`src/rtl/intr_pkg.sv`:
```
// Shared constants, state encoding and arbitration helper for the 8085-style
// interrupt controller.
package intr_pkg;

  localparam logic [15:0] VEC_TRAP = 16'h0024;
  localparam logic [15:0] VEC_R75  = 16'h003C;
  localparam logic [15:0] VEC_R65  = 16'h0034;
  localparam logic [15:0] VEC_R55  = 16'h002C;

  // Source indices double as priority order: lower index wins.
  localparam int SRC_TRAP = 0;
  localparam int SRC_R75  = 1;
  localparam int SRC_R65  = 2;
  localparam int SRC_R55  = 3;
  localparam int SRC_INTR = 4;
  localparam int NUM_SRC  = 5;

  localparam int SIM_M55 = 0;
  localparam int SIM_M65 = 1;
  localparam int SIM_M75 = 2;
  localparam int SIM_MSE = 3;
  localparam int SIM_R75 = 4;
  localparam int SIM_SDE = 6;
  localparam int SIM_SOD = 7;

  localparam int RIM_M55 = 0;
  localparam int RIM_M65 = 1;
  localparam int RIM_M75 = 2;
  localparam int RIM_IE  = 3;
  localparam int RIM_I55 = 4;
  localparam int RIM_I65 = 5;
  localparam int RIM_I75 = 6;
  localparam int RIM_SID = 7;

  typedef enum logic [1:0] {
    ST_IDLE = 2'b01,
    ST_PEND = 2'b10
  } intr_state_e;

  // One-hot winner: isolates the lowest set bit, i.e. the highest priority.
  function automatic logic [NUM_SRC-1:0] prio_sel(input logic [NUM_SRC-1:0] req);
    return req & (~req + 1'b1);
  endfunction

endpackage

```
`src/rtl/intr_ctrl_if.sv`:
```
// Control-unit side of the interrupt controller: instruction strobes,
// sample/acknowledge handshake and the captured vector.
interface intr_ctrl_if #(
  parameter int ADDR_SIZE = 16
);
  import intr_pkg::*;

  // Handshake: irq_req acts as valid and holds irq_ext/irq_vect stable until a
  // one-cycle ack is seen while irq_req=1; ack with irq_req=0 is ignored.
  logic                 inst_ei;
  logic                 inst_di;
  logic                 inst_sim;
  logic [7:0]           sim_data;
  logic                 smpl;
  logic                 ack;
  logic                 irq_req;
  logic                 irq_ext;
  logic [ADDR_SIZE-1:0] irq_vect;
  logic                 inte;
  logic [7:0]           rim_data;
  intr_state_e          state_dbg;

  modport master (
    output inst_ei, inst_di, inst_sim, sim_data, smpl, ack,
    input  irq_req, irq_ext, irq_vect, inte, rim_data, state_dbg
  );

  modport slave (
    input  inst_ei, inst_di, inst_sim, sim_data, smpl, ack,
    output irq_req, irq_ext, irq_vect, inte, rim_data, state_dbg
  );

endinterface

```
`src/rtl/pin_sync.sv`:
```
// Multi-flop synchroniser for one asynchronous pin, with a one-cycle pulse on
// each rising edge of the synchronised level.
module pin_sync #(
  parameter int SYNC_STAGES = 2
) (
  input  logic clk_,
  input  logic rst_,
  input  logic pin,
  output logic sync,
  output logic rise
);

  logic [SYNC_STAGES-1:0] sr;
  logic                   prev;

  always_ff @(posedge clk_ or posedge rst_) begin
    if (rst_) begin
      sr   <= '0;
      prev <= 1'b0;
    end else begin
      sr   <= {sr[SYNC_STAGES-2:0], pin};
      prev <= sr[SYNC_STAGES-1];
    end
  end

  assign sync = sr[SYNC_STAGES-1];
  assign rise = sr[SYNC_STAGES-1] & ~prev;

endmodule

```
`src/rtl/intr_ctrl.sv`:
```
// 8085-style interrupt controller: pin sync, TRAP/RST7.5 edge latches, SIM
// masks, INTE with EI delay, and capture/hold of the winning request.
module intr_ctrl
  import intr_pkg::*;
#(
  parameter int SYNC_STAGES = 2,
  parameter int ADDR_SIZE   = 16
) (
  input  logic              clk_,
  input  logic              rst_,
  input  logic              pin_trap,
  input  logic              pin_r75,
  input  logic              pin_r65,
  input  logic              pin_r55,
  input  logic              pin_intr,
  input  logic              pin_sid,
  output logic              pin_sod,
  intr_ctrl_if.slave        bus
);

  logic [5:0] pin_raw;
  logic [5:0] pin_synced;
  logic [5:0] pin_rise;
  logic [3:0] unused_rise;
  logic       unused_sim5;

  assign pin_raw = {pin_sid, pin_intr, pin_r55, pin_r65, pin_r75, pin_trap};

  for (genvar g = 0; g < 6; g++) begin : g_sync
    pin_sync #(.SYNC_STAGES(SYNC_STAGES)) u_sync (
      .clk_ (clk_),
      .rst_ (rst_),
      .pin  (pin_raw[g]),
      .sync (pin_synced[g]),
      .rise (pin_rise[g])
    );
  end

  // Only TRAP and RST7.5 are edge sensitive.
  assign unused_rise = pin_rise[5:2];
  assign unused_sim5 = bus.sim_data[5];

  logic trap_sync, r75_sync, r65_sync, r55_sync, intr_sync, sid_sync;
  assign trap_sync = pin_synced[0];
  assign r75_sync  = pin_synced[1];
  assign r65_sync  = pin_synced[2];
  assign r55_sync  = pin_synced[3];
  assign intr_sync = pin_synced[4];
  assign sid_sync  = pin_synced[5];

  intr_state_e          state, state_nxt;
  logic                 trap_latch, r75_latch;
  logic                 m75, m65, m55;
  logic                 inte_q, ei_dly;
  logic                 inte_nxt, ei_nxt;
  logic                 irq_req_q, irq_ext_q;
  logic [ADDR_SIZE-1:0] irq_vect_q, win_vect;
  logic [NUM_SRC-1:0]   req, win, cap_src;
  logic                 cap_en, ack_take, sim_mask_wr, sim_r75_clr;

  assign sim_mask_wr = bus.inst_sim & bus.sim_data[SIM_MSE];
  assign sim_r75_clr = sim_mask_wr & bus.sim_data[SIM_R75];

  assign req[SRC_TRAP] = trap_latch & trap_sync;
  assign req[SRC_R75]  = r75_latch & ~m75 & inte_q;
  assign req[SRC_R65]  = r65_sync & ~m65 & inte_q;
  assign req[SRC_R55]  = r55_sync & ~m55 & inte_q;
  assign req[SRC_INTR] = intr_sync & inte_q;
  assign win           = prio_sel(req);

  always_comb begin
    win_vect = '0;
    if (win[SRC_TRAP])     win_vect = ADDR_SIZE'(VEC_TRAP);
    else if (win[SRC_R75]) win_vect = ADDR_SIZE'(VEC_R75);
    else if (win[SRC_R65]) win_vect = ADDR_SIZE'(VEC_R65);
    else if (win[SRC_R55]) win_vect = ADDR_SIZE'(VEC_R55);
  end

  always_ff @(posedge clk_ or posedge rst_) begin
    if (rst_) state <= ST_IDLE;
    else      state <= state_nxt;
  end

  always_comb begin
    state_nxt = state;
    cap_en    = 1'b0;
    ack_take  = 1'b0;
    unique case (state)
      ST_IDLE: begin
        if (bus.smpl && (req != '0)) begin
          cap_en    = 1'b1;
          state_nxt = ST_PEND;
        end
      end
      ST_PEND: begin
        if (bus.ack) begin
          ack_take  = 1'b1;
          state_nxt = ST_IDLE;
        end
      end
      default: state_nxt = ST_IDLE;
    endcase
  end

  always_ff @(posedge clk_ or posedge rst_) begin
    if (rst_) begin
      irq_req_q  <= 1'b0;
      irq_ext_q  <= 1'b0;
      irq_vect_q <= '0;
      cap_src    <= '0;
    end else if (cap_en) begin
      irq_req_q  <= 1'b1;
      irq_ext_q  <= win[SRC_INTR];
      irq_vect_q <= win_vect;
      cap_src    <= win;
    end else if (ack_take) begin
      irq_req_q  <= 1'b0;
      irq_ext_q  <= 1'b0;
      cap_src    <= '0;
    end
  end

  // A fresh edge takes precedence over any clear in the same cycle.
  always_ff @(posedge clk_ or posedge rst_) begin
    if (rst_) begin
      trap_latch <= 1'b0;
      r75_latch  <= 1'b0;
    end else begin
      if (pin_rise[0])                           trap_latch <= 1'b1;
      else if (ack_take && cap_src[SRC_TRAP])    trap_latch <= 1'b0;
      if (pin_rise[1])                           r75_latch  <= 1'b1;
      else if ((ack_take && cap_src[SRC_R75]) || sim_r75_clr)
                                                 r75_latch  <= 1'b0;
    end
  end

  always_ff @(posedge clk_ or posedge rst_) begin
    if (rst_) begin
      m75     <= 1'b1;
      m65     <= 1'b1;
      m55     <= 1'b1;
      pin_sod <= 1'b0;
    end else if (bus.inst_sim) begin
      if (bus.sim_data[SIM_MSE]) begin
        m75 <= bus.sim_data[SIM_M75];
        m65 <= bus.sim_data[SIM_M65];
        m55 <= bus.sim_data[SIM_M55];
      end
      if (bus.sim_data[SIM_SDE]) pin_sod <= bus.sim_data[SIM_SOD];
    end
  end

  // Ordering: EI promotion at smpl, then ack clear, then EI arm, then DI.
  always_comb begin
    inte_nxt = inte_q;
    ei_nxt   = ei_dly;
    if (bus.smpl && ei_dly) begin
      inte_nxt = 1'b1;
      ei_nxt   = 1'b0;
    end
    if (ack_take) begin
      inte_nxt = 1'b0;
      ei_nxt   = 1'b0;
    end
    if (bus.inst_ei) ei_nxt = 1'b1;
    if (bus.inst_di) begin
      inte_nxt = 1'b0;
      ei_nxt   = 1'b0;
    end
  end

  always_ff @(posedge clk_ or posedge rst_) begin
    if (rst_) begin
      inte_q <= 1'b0;
      ei_dly <= 1'b0;
    end else begin
      inte_q <= inte_nxt;
      ei_dly <= ei_nxt;
    end
  end

  assign bus.irq_req   = irq_req_q;
  assign bus.irq_ext   = irq_ext_q;
  assign bus.irq_vect  = irq_vect_q;
  assign bus.inte      = inte_q;
  assign bus.state_dbg = state;
  assign bus.rim_data  = {sid_sync, r75_latch, r65_sync, r55_sync,
                          inte_q, m75, m65, m55};

endmodule

```
`src/flat_wrapper.sv`:
```
// flat-port wrapper written by rule: the top's interface ports become plain ports
module intr_ctrl_flat import intr_pkg::*;
#(
  parameter int SYNC_STAGES = 2,
  parameter int ADDR_SIZE   = 16
)
  (clk_, rst_, pin_trap, pin_r75, pin_r65, pin_r55, pin_intr, pin_sid, pin_sod, bus_inst_ei, bus_inst_di, bus_inst_sim, bus_sim_data, bus_smpl, bus_ack, bus_irq_req, bus_irq_ext, bus_irq_vect, bus_inte, bus_rim_data, bus_state_dbg);
  intr_ctrl_if #(.ADDR_SIZE(ADDR_SIZE)) bus_i ();
  input  logic clk_;
  input  logic rst_;
  input  logic pin_trap;
  input  logic pin_r75;
  input  logic pin_r65;
  input  logic pin_r55;
  input  logic pin_intr;
  input  logic pin_sid;
  output logic pin_sod;
  input wire logic [$bits(bus_i.inst_ei)-1:0] bus_inst_ei;
  input wire logic [$bits(bus_i.inst_di)-1:0] bus_inst_di;
  input wire logic [$bits(bus_i.inst_sim)-1:0] bus_inst_sim;
  input wire logic [$bits(bus_i.sim_data)-1:0] bus_sim_data;
  input wire logic [$bits(bus_i.smpl)-1:0] bus_smpl;
  input wire logic [$bits(bus_i.ack)-1:0] bus_ack;
  output wire logic [$bits(bus_i.irq_req)-1:0] bus_irq_req;
  output wire logic [$bits(bus_i.irq_ext)-1:0] bus_irq_ext;
  output wire logic [$bits(bus_i.irq_vect)-1:0] bus_irq_vect;
  output wire logic [$bits(bus_i.inte)-1:0] bus_inte;
  output wire logic [$bits(bus_i.rim_data)-1:0] bus_rim_data;
  output wire logic [$bits(bus_i.state_dbg)-1:0] bus_state_dbg;
  assign bus_i.inst_ei = bus_inst_ei;
  assign bus_i.inst_di = bus_inst_di;
  assign bus_i.inst_sim = bus_inst_sim;
  assign bus_i.sim_data = bus_sim_data;
  assign bus_i.smpl = bus_smpl;
  assign bus_i.ack = bus_ack;
  assign bus_irq_req = bus_i.irq_req;
  assign bus_irq_ext = bus_i.irq_ext;
  assign bus_irq_vect = bus_i.irq_vect;
  assign bus_inte = bus_i.inte;
  assign bus_rim_data = bus_i.rim_data;
  assign bus_state_dbg = bus_i.state_dbg;
  intr_ctrl #(.SYNC_STAGES(SYNC_STAGES), .ADDR_SIZE(ADDR_SIZE)) u_core (.clk_(clk_), .rst_(rst_), .pin_trap(pin_trap), .pin_r75(pin_r75), .pin_r65(pin_r65), .pin_r55(pin_r55), .pin_intr(pin_intr), .pin_sid(pin_sid), .pin_sod(pin_sod), .bus(bus_i));
endmodule
```
`config.mk`:
```
export PLATFORM = sky130hd
export DESIGN_NAME = intr_ctrl_flat
export DESIGN_NICKNAME = d
export VERILOG_FILES = /design/src/rtl/intr_pkg.sv /design/src/rtl/intr_ctrl_if.sv /design/src/rtl/pin_sync.sv /design/src/rtl/intr_ctrl.sv /design/src/flat_wrapper.sv
export SDC_FILE = /design/constraint.sdc
export NUM_CORES = 1
export LEC_CHECK = 0
export CAP_MARGIN = 10
export CORE_MARGIN = 3
export CORE_UTILIZATION = 35
export DETAILED_ROUTE_END_ITERATION = 7
export PLACE_DENSITY = 0.69
export SLEW_MARGIN = 40
export SYNTH_ARGS = -nofsm -noshare
export SYNTH_HDL_FRONTEND = slang
export SYNTH_SLANG_ARGS = --single-unit
```
`constraint.sdc`:
```
create_clock -name clk_ -period 1.5 [get_ports clk_]
set_input_delay 0.45 -clock clk_ [delete_from_list [all_inputs] [get_ports clk_]]
set_output_delay 0.45 -clock clk_ [all_outputs]
set_load 0.1 [all_outputs]
```
; Word level (Yosys, flattened, before mapping)
; Index checks and enable logic that the tools add are counted.
[op_classes]
n_addsub = 1
n_eq_ne = 4
n_mux = 27
bitwise_logic = 19
reduce_logical = 14
[op_table]
columns = operator, n
row1 = $mux 16, 2
row2 = $mux 1, 18
row3 = $and 1x1->1, 12
row4 = $mux 6, 2
row5 = $mux 2, 4
row6 = $reduce_and 2->1, 3
row7 = $reduce_bool 2->1, 3
row8 = $add 5x1->5 const B, 1
row9 = $and 5x5->5, 1
row10 = $not 1->1, 5
row11 = $not 5->5, 1
row12 = $reduce_bool 5->1, 1
row13 = $logic_and 1x1->1, 4
row14 = $pmux 2 s2, 1
row15 = $reduce_bool 4->1, 1
row16 = $reduce_bool 3->1, 1
row17 = $eq 2x1->1 const B, 1
row18 = $eq 2x2->1 const B, 1
row19 = $ne 2x1->1 const B, 1
row20 = $ne 2x2->1 const B, 1
row21 = $logic_or 1x1->1, 1
[word_totals]
reg_bits = 44
out_inout_bits = 30

; Longest topological paths before layout
; Gate-level depths: netlist of the first run.
[depth]
ltp_word = 10
depth_mapped = 4
ltp_nobuf = 4

; Modules after synthesis
; From an unflattened synthesis of the first run, not the netlist that was laid out.
[unflattened]
hier_cells = 117
hier_area_um2 = 1472.7
[by_module_without_submodules]
columns = mod, instances, cells_each, area_per_inst_um2, seq_area_each_um2
row1 = intr_ctrl, 1, 87, 917.1, 430.4
row2 = pin_sync, 6, 5, 92.6, 75.1

; Worst setup path before layout of the first run
; No wires, ideal clock.
[synth_path]
kind = register to register
start = reg u_core.inte_q, in the netlist u_core.bus.inte
end = reg u_core.irq_vect_q[3], in the netlist u_core.bus.irq_vect[3]
setup_ps = 125
t_arrival_ps = 1836
required_time_ps = 1375
path_slack_ps = -461
path_stages_with_launch = 4
path_buffers = 0
cell_sequence = dfrtp_1 > nand3b_2 > a41o_4 > mux2_4
[synth_via]
elab_chain_cells = 8
[synth_lines]
columns = element, line
row1 = start: declaration, intr_ctrl.sv:54  ; logic inte_q, ei_dly;
row2 = start signal: assignment, intr_ctrl.sv:177  ; inte_q <= inte_nxt;
row3 = "$and 1x1->1, on equally long branches", "intr_ctrl.sv:65, intr_ctrl.sv:66, intr_ctrl.sv:67"
row4 = $not 5->5, intr_pkg.sv:42  ; return req & (~req + 1'b1);
row5 = $add 5x1->5, intr_pkg.sv:42
row6 = $and 5x5->5, intr_pkg.sv:42
row7 = $mux 6, intr_ctrl.sv:76  ; else if (win[SRC_R55]) win_vect = ADDR_SIZE'(VEC_R55);
row8 = $mux 6, intr_ctrl.sv:75  ; else if (win[SRC_R65]) win_vect = ADDR_SIZE'(VEC_R65);
row9 = $mux 16, intr_ctrl.sv:74  ; else if (win[SRC_R75]) win_vect = ADDR_SIZE'(VEC_R75);
row10 = $mux 16, intr_ctrl.sv:73  ; if (win[SRC_TRAP]) win_vect = ADDR_SIZE'(VEC_TRAP);
row11 = end signal: assignment, intr_ctrl.sv:114  ; irq_vect_q <= win_vect;
row12 = end: declaration, intr_ctrl.sv:57  ; logic [ADDR_SIZE-1:0] irq_vect_q, win_vect;
; Parallel ways exist; a longest one is shown, timed or not.
; A chain may end at the register's enable or synchronous reset.

; Worst setup path in the final report of the first run
[layout_path]
start = reg u_core.state[0], in the netlist u_core.bus.state_dbg[0]
end = out bus_state_dbg[0]
[layout_lines]
columns = element, line
row1 = start: declaration, intr_ctrl.sv:51  ; intr_state_e state, state_nxt;
row2 = start signal: assignment, intr_ctrl.sv:81  ; else state <= state_nxt;
row3 = end: declaration, flat_wrapper.sv:29  ; output wire logic [$bits(bus_i.state_dbg)-1:0] bus_state_dbg;
; No word-level cell between the ends.

==> metrics list, run 1 <==
* Final Critical Period: 1.55 ns
- Final Hold Fails: 0
- The worst setup path is launched from a flip-flop.
* Total number of H-tree levels: 2
- R2R Path End: u_core.bus.irq_vect[3]
- Required time at the endpoint of the critical path: 1.05 ns
* Max IR drop VDD: 664 µV
- In this run the worst path has a maximum fanout of 3.
- Entering global routing, the biggest net connects 32 pins.
* Number of DRC violations after detailed-routing iteration 0: 21
- F_max: 0.645 GHz
- Die boundary height: 66.8 µm
* Routability congestion estimate from global placement: 0.824
* Number of distinct library cell variants in the gate-level netlist after synthesis: 32
- GRT overflow: 0
- Area added between synthesis and finish: 55.1%
* Core region area: 3440 µm²
- CP Data Arrival Time: 1.10 ns
- CTS Hold Buffers Added: 0
- In this run the cell area of the synthesized design comes to 1290 µm².
- Count of buffering cells on the critical path with inverters included: 1
- For this configuration, the core starts out at a cell density of 0.375.
* Global-route wire length before repair: 3.77 mm
- Cell family contributing the most delay on the critical path: flip-flops
- The worst register-to-register path begins at u_core.bus.state_dbg[0].
* Top library cells by usage in the layout, fill and taps aside: dfrtp_1 (24), buf_12 (20), clkdlybuf4s50_1 (19)
- Post-synthesis average cell area: 12.5 µm²
- Max-cap violations in this run came to 0.
- Die extent in x: 66.8 µm
* Pre-CTS setup slack: -0.299 ns
- Ports: 51
- TritonCTS built the clock tree.
- For this run, the slowest stage of the critical path takes 0.65 ns.
- In this run the number of cells on the critical path is 1.
- For the worst flop-to-flop path, the logic depth is 4.
* Class of the tightest hold or removal check: reg2reg
* Register-to-Register Setup Slack: -0.03 ns
* Slowest CP cell: dfstp_4
* Synth Instances: 103
- The later pin in the worst-skew pair is clocked with a latency of 0.28 ns.
* Drc violations: 0
* Setup clock skew after layout: 0.00479 ns
* Number of antenna cells inserted: 0
- Layout cells sized above 1: 0.380
- Setup-failing EPs final: 3
- Most area-hungry cell type in the Yosys netlist: dfrtp_1
* Biggest area contributors in the synthesized netlist: dfrtp_1 (52%), buf_4 (12%), dfstp_2 (8.1%)
- The most critical setup path has its endpoint at bus_state_dbg[0].
- Routed vias: 856
- Input and output buffers added on the ports amount to 37.
- Across all setup checks in the final design, the least slack found is -0.0509 ns.
- The floorplan step defined a die boundary enclosing 4460 µm².
* Violated checks: negative setup slack
- GRT Overall Usage: 0.120
- Antenna violations before repair: 0
- In this run, synthesis produced a sequential element count of 31.
* Slew Viols, Final: 0
* Deepest clock path buffer count: 2
* Status: finished, violations left
- TritonRoute pass-1 iters: 2
- Critical path start-end classification: reg2out
- Setup TNS after final layout: -0.114 ns
- HPWL reported at the end of detailed placement: 1.85 mm
- Post-route fraction of the period consumed by the critical path: 1.03
* Total length of routed wires: 2.40 mm
* Detailed-route wire length per cell: 12.2 µm
- For this design the static power due to leakage is 0.000913 µW.
- The share of synthesized area in the top cell type comes to 0.523.
- In this run the most critical hold path is launched from u_core.g_sync[3].u_sync.sr[0].
- Clock-pin slew was measured on the worst setup and hold paths at 0.06 ns.
- Number of buffers added by the clock tree synthesis step: 5
* Post-layout nets: 170
* RSZ-0062 raised after global routing: true
- The share of the Yosys chip area taken by registers is 0.604.
* Number of sinks on the clock net: 31
- Timing startpoint of the critical path: u_core.bus.state_dbg[0]
- The via count of the first global-routing pass was 871.
* Most common cell after layout, fill and taps aside: dfrtp_1
- Row Count: 21
- Dividing total power by cell area gives a power density of 1350 nW/µm².
- Count of warnings emitted by yosys: 0
- The count of nets left with antenna violations once routing finished came out at 0.
- Via density per instance: 4.37
- In this run the clock root is driven by a clkbuf_8.
- Cell-by-cell trace of the critical path: buf_12
- Crit path capture type: output port
## power breakdown
group | internal, µW | switching (µW) | leakage [µW]
combinational | 391 | 683 | 0.000515
sequential | 935 | 81.2 | 0.000358
clock | 323 | 295 | 0.0000412
## sequential cells by signal, summed over array words and instances (netlist names)
signal                     flops
u_core.bus.inte                1
u_core.bus.irq_ext             1
u_core.bus.irq_req             1
u_core.bus.irq_vect            3
u_core.bus.state_dbg           2
u_core.cap_src                 2
u_core.ei_dly                  1
u_core.g_sync.u_sync.prev      2
u_core.g_sync.u_sync.sr       12
u_core.m55                     1
u_core.m65                     1
u_core.m75                     1
u_core.pin_sod                 1
u_core.r75_latch               1
u_core.trap_latch              1
## worst register-to-register path: stages, from the launching register on
cell and delay (ns):
dfstp_4 0.65, buf_12 0.11, nand3b_4 0.09, a41o_4 0.28, mux2_4 0.30
## per-layer routing
layer | routed length (µm) | GRT usage | vias to the layer above
li1 | - | - | 404
met1 | 898 | 0.126 | 400
met2 | 1160 | 0.184 | 41
met3 | 250 | 0.0523 | 11
met4 | 84 | 0.0964 | 0
met5 | 0 | 0 | -
## through the flow
stage	util	hold slack (ns)	instance area (µm²)	cells	power (µW)
detailed placement	0.545	0.336	1870	185	2080
global placement	0.545	0.332	1870	185	2060
finish	0.582	0.347	2000	196	2710
floorplan	-	0.331	1340	114	1740
CTS	0.577	0.349	1990	194	2730
global route	0.582	0.364	2000	196	2810
## kinds of logic after synthesis
logic type / share of synthesized area
compound gates: 0.0910
buf+inv: 0.134
flops: 0.604
mux: 0.0542
other cells: 0.00290
simple gates: 0.114
## cell type report
cell class / count / area [µm²]
Clock inverter: 2 / 12.5
Tap cell: 46 / 57.6
Inverter: 4 / 15.0
Timing Repair Buffer: 49 / 673
Sequential cell: 31 / 791
Multi-Input combinational cell: 58 / 383
Fill cell: 287 / 1440
Clock buffer: 6 / 72.6
## how the worst min path moves through the flow
stage	cells past startpoint	end
3_5_place_dp	0	u_core.g_sync[3].u_sync.sr[1]
2_1_floorplan	0	u_core.g_sync[0].u_sync.sr[1]
6_report	0	u_core.g_sync[3].u_sync.sr[1]
3_3_place_gp	0	u_core.g_sync[0].u_sync.sr[1]
4_1_cts	0	u_core.g_sync[3].u_sync.sr[1]
5_1_grt	0	u_core.g_sync[1].u_sync.sr[1]
## synthesized netlist by cell type
cell type,instances
a21o_1,1
a21o_2,1
a21oi_1,3
a22o_1,1
a2bb2oi_1,1
a31o_1,1
a31oi_1,2
a41o_4,1
and3b_1,1
buf_4,21
conb_1,1
dfrtp_1,27
dfstp_2,4
inv_1,4
mux2_2,4
mux2_4,1
mux2i_1,1
nand2_1,10
nand2b_1,1
nand3_1,3
nand3b_1,1
nand3b_2,1
nand3b_4,1
nor2_1,2
nor2b_1,1
nor2b_2,1
nor3_1,1
nor3b_1,1
o21a_1,1
o21ai_0,2
o21ai_2,1
or2_2,1
## what timing repair did
action,in CTS,in global routing
resized for setup,2,1
setup endpoints to repair,4,6
pin swaps,0,1
buffers inserted,2,2
(Power assumes the default switching activity.)
==> run 2, diff against run 1 <==
--- a/config.mk
+++ b/config.mk
@@ -9,7 +9,8 @@
 export CORE_MARGIN = 3
 export CORE_UTILIZATION = 35
 export DETAILED_ROUTE_END_ITERATION = 7
-export PLACE_DENSITY = 0.69
+export DONT_BUFFER_PORTS = 1
+export PLACE_DENSITY = 0.51
 export SLEW_MARGIN = 40
 export SYNTH_ARGS = -nofsm -noshare
 export SYNTH_HDL_FRONTEND = slang
==> metrics list, run 2 (synthesis gave the netlist of run 1 again) <==
* Status: finished, violations left
- Violated checks: negative setup slack
* Power density of the placed cells: 1660 nW/µm²
- Required time at the endpoint of the critical path: 1.05 ns
- For this run, the share of the core covered by cells in the final layout is 0.476.
- Class of the tightest hold or removal check: in2async
- Largest net degree at the start of global routing: 32
- Setup clock skew after layout: 0.00331 ns
- Cell-by-cell trace of the critical path: buf_12
* Clock latency on the worst-skew pair: 0.28 ns
* Slew Viols, Final: 0
* GRT Overall Usage: 0.102
- Switching Power: 1020 µW
- Of the total power, the share spent switching nets is 0.374.
- Static power due to leakage: 0.000773 µW
- Subtracting the final worst setup slack from the clock period gives 1.55 ns.
- Global routing finished with a remaining overflow of 0.
- The worst setup path is of the reg2out kind.
- Before antenna repair, the detailed router went through 3 iterations.
* Number of global-route vias before repair: 686
* Final Hold Fails: 0
- Layout cells sized above 1: 0.398
- The number of buffers and inverters on the critical path is 1.
- The first routing iteration left 15 violations.
- Number of antenna cells inserted: 0
- In this run the vertical extent of the chip is 66.8 µm.
- Detailed placement finished with a half-perimeter wire length of 1.52 mm.
- Total number of H-tree levels: 2
- In the finished design, the share of the clock period the worst path needs comes to 1.04.
- Detailed-route wire length per cell: 12.4 µm
- The final route contains 742 vias.
- Least setup slack across all paths after layout: -0.0546 ns
* Startpoint class of the critical path: flip-flop
- CTS Hold Buffers Added: 0
- Sequential share of power: 0.365
- The die is 66.8 µm wide.
- Leaving out fill and tap cells, the most frequent cells in the layout are dfrtp_1 (24), buf_4 (14), conb_1 (12).
* CP Data Arrival Time: 1.10 ns
- Based on the critical path, the design can be clocked at up to 0.643 GHz.
- Antenna violations before repair: 0
* Slowest CP cell: dfstp_4
* Portion of total power attributed to combinational logic: 0.331
- Clock Root Buffer: clkbuf_8
- The die covers 4460 µm².
* Max FFs per register: 12
- Port buffering added 0 buffers.
- Most common cell after layout, fill and taps aside: dfrtp_1
* Row Count: 21
- Total power for the finished layout comes to 2720 µW.
- Global-route wire length before repair: 3.15 mm
- Routability congestion estimate from global placement: 0.724
- Of all nets on the critical path, the largest fanout is 5.
- Dividing the detail-routed via count by the number of cells gives 4.39.
- Setup-failing EPs final: 1
- Max IR drop VDD: 749 µV
* Cell-internal power: 1710 µW
- Once detail routing completed, the nets flagged for antenna violations numbered 0.
- Starting utilization of the core area: 0.375
* CTS tree: yes
* Deepest clock path buffer count: 2
- Post-layout nets: 143
- Crit path capture type: output port
- Drc violations: 0
- Core region area: 3440 µm²
- Counting every sink on the clock net gives 31.
- Register with the most flip-flops: u_core.g_sync.u_sync.sr
* Total length of routed wires: 2.10 mm
- Area added between synthesis and finish: 26.8%
- In this design, the largest share of critical-path delay is due to flip-flops.
* RSZ-0062 raised after global routing: true
* Delay contributed by the slowest stage of the critical path: 0.65 ns
* Clock-pin transition on the worst setup and hold timing paths: 0.06 ns
- During I/O placement, the number of pins put on the boundary was 51.
- The share of total power dissipated in the clock network is 0.304.
* Max-capacitance violation count: 0
- Counting the buffers created by CTS gives 5.
-- run 2: cell types whose count changed in the layout (fill, tap and decap cells not counted), sizes merged --
cell,delta
bufinv,+1
buf,-8
clkdlybuf4s50,-19
clkinvlp,-1
-- run 2: metrics by stage --
stage / cells / hold slack, ns / worst slack [ns] / TNS, ns / area (µm²)
after floorplan: 114 / 0.331 / -0.0991 / -0.125 / 1340
after global placement: 156 / 0.332 / 0.0435 / 0 / 1410
after detailed placement: 156 / 0.335 / 0.0135 / 0 / 1410
after CTS: 165 / 0.142 / -0.0680 / -0.0680 / 1570
after global routing: 169 / 0.161 / -0.0858 / -0.135 / 1640
final: 169 / 0.130 / -0.0546 / -0.0546 / 1640
-- run 2: layout make-up --
| class | instances | area [µm²] |
|---|---|---|
| Timing Repair Buffer | 22 | 273 |
| Multi-Input combinational cell | 58 | 385 |
| Inverter | 4 | 15.0 |
| Clock buffer | 6 | 82.6 |
| Fill cell | 327 | 1800 |
| Tap cell | 46 | 57.6 |
| Sequential cell | 31 | 791 |
| Clock inverter | 2 | 35.0 |
-- run 2: power groups by stage --
stage	Clock, µW	Combinational [µW]	Sequential, µW
floorplan	0	509	1230
global placement	0	827	996
detailed placement	0	831	1000
CTS	851	864	993
global route	887	932	1000
finish	829	901	994
-- run 2: worst paths after layout --
| kind | from | endpoint | slack (ns) | cells after the start |
|---|---|---|---|---|
| worst max-delay path | u_core.bus.state_dbg[0] | bus_state_dbg[0] | -0.05 | 1 |
| worst min-delay path | rst_ | u_core.g_sync[5].u_sync.sr[1] | 0.13 | 2 |
| worst max register to register | u_core.m75 | u_core.bus.irq_vect[3] | 0.01 | 4 |
| worst min register to register | u_core.g_sync[3].u_sync.sr[0] | u_core.g_sync[3].u_sync.sr[1] | 0.35 | 0 |
| max in group asynchronous | rst_ | u_core.m55 | 1.05 | 2 |
| min in group clk_ | pin_sid | u_core.g_sync[5].u_sync.sr[0] | 0.20 | 0 |
-- run 2: what timing repair did --
action	4_1_cts	5_1_grt
setup buffers	1	4
gates resized for setup	9	5
pin swaps	1	2
setup endpoints to repair	5	7
-- run 2: layer usage --
| layer | share of wire | track usage |
|---|---|---|
| met1 | 0.41 | 0.125 |
| met3 | 0.092 | 0.0438 |
| met5 | 0 | 0 |
| met4 | 0.027 | 0.0685 |
| met2 | 0.47 | 0.144 |
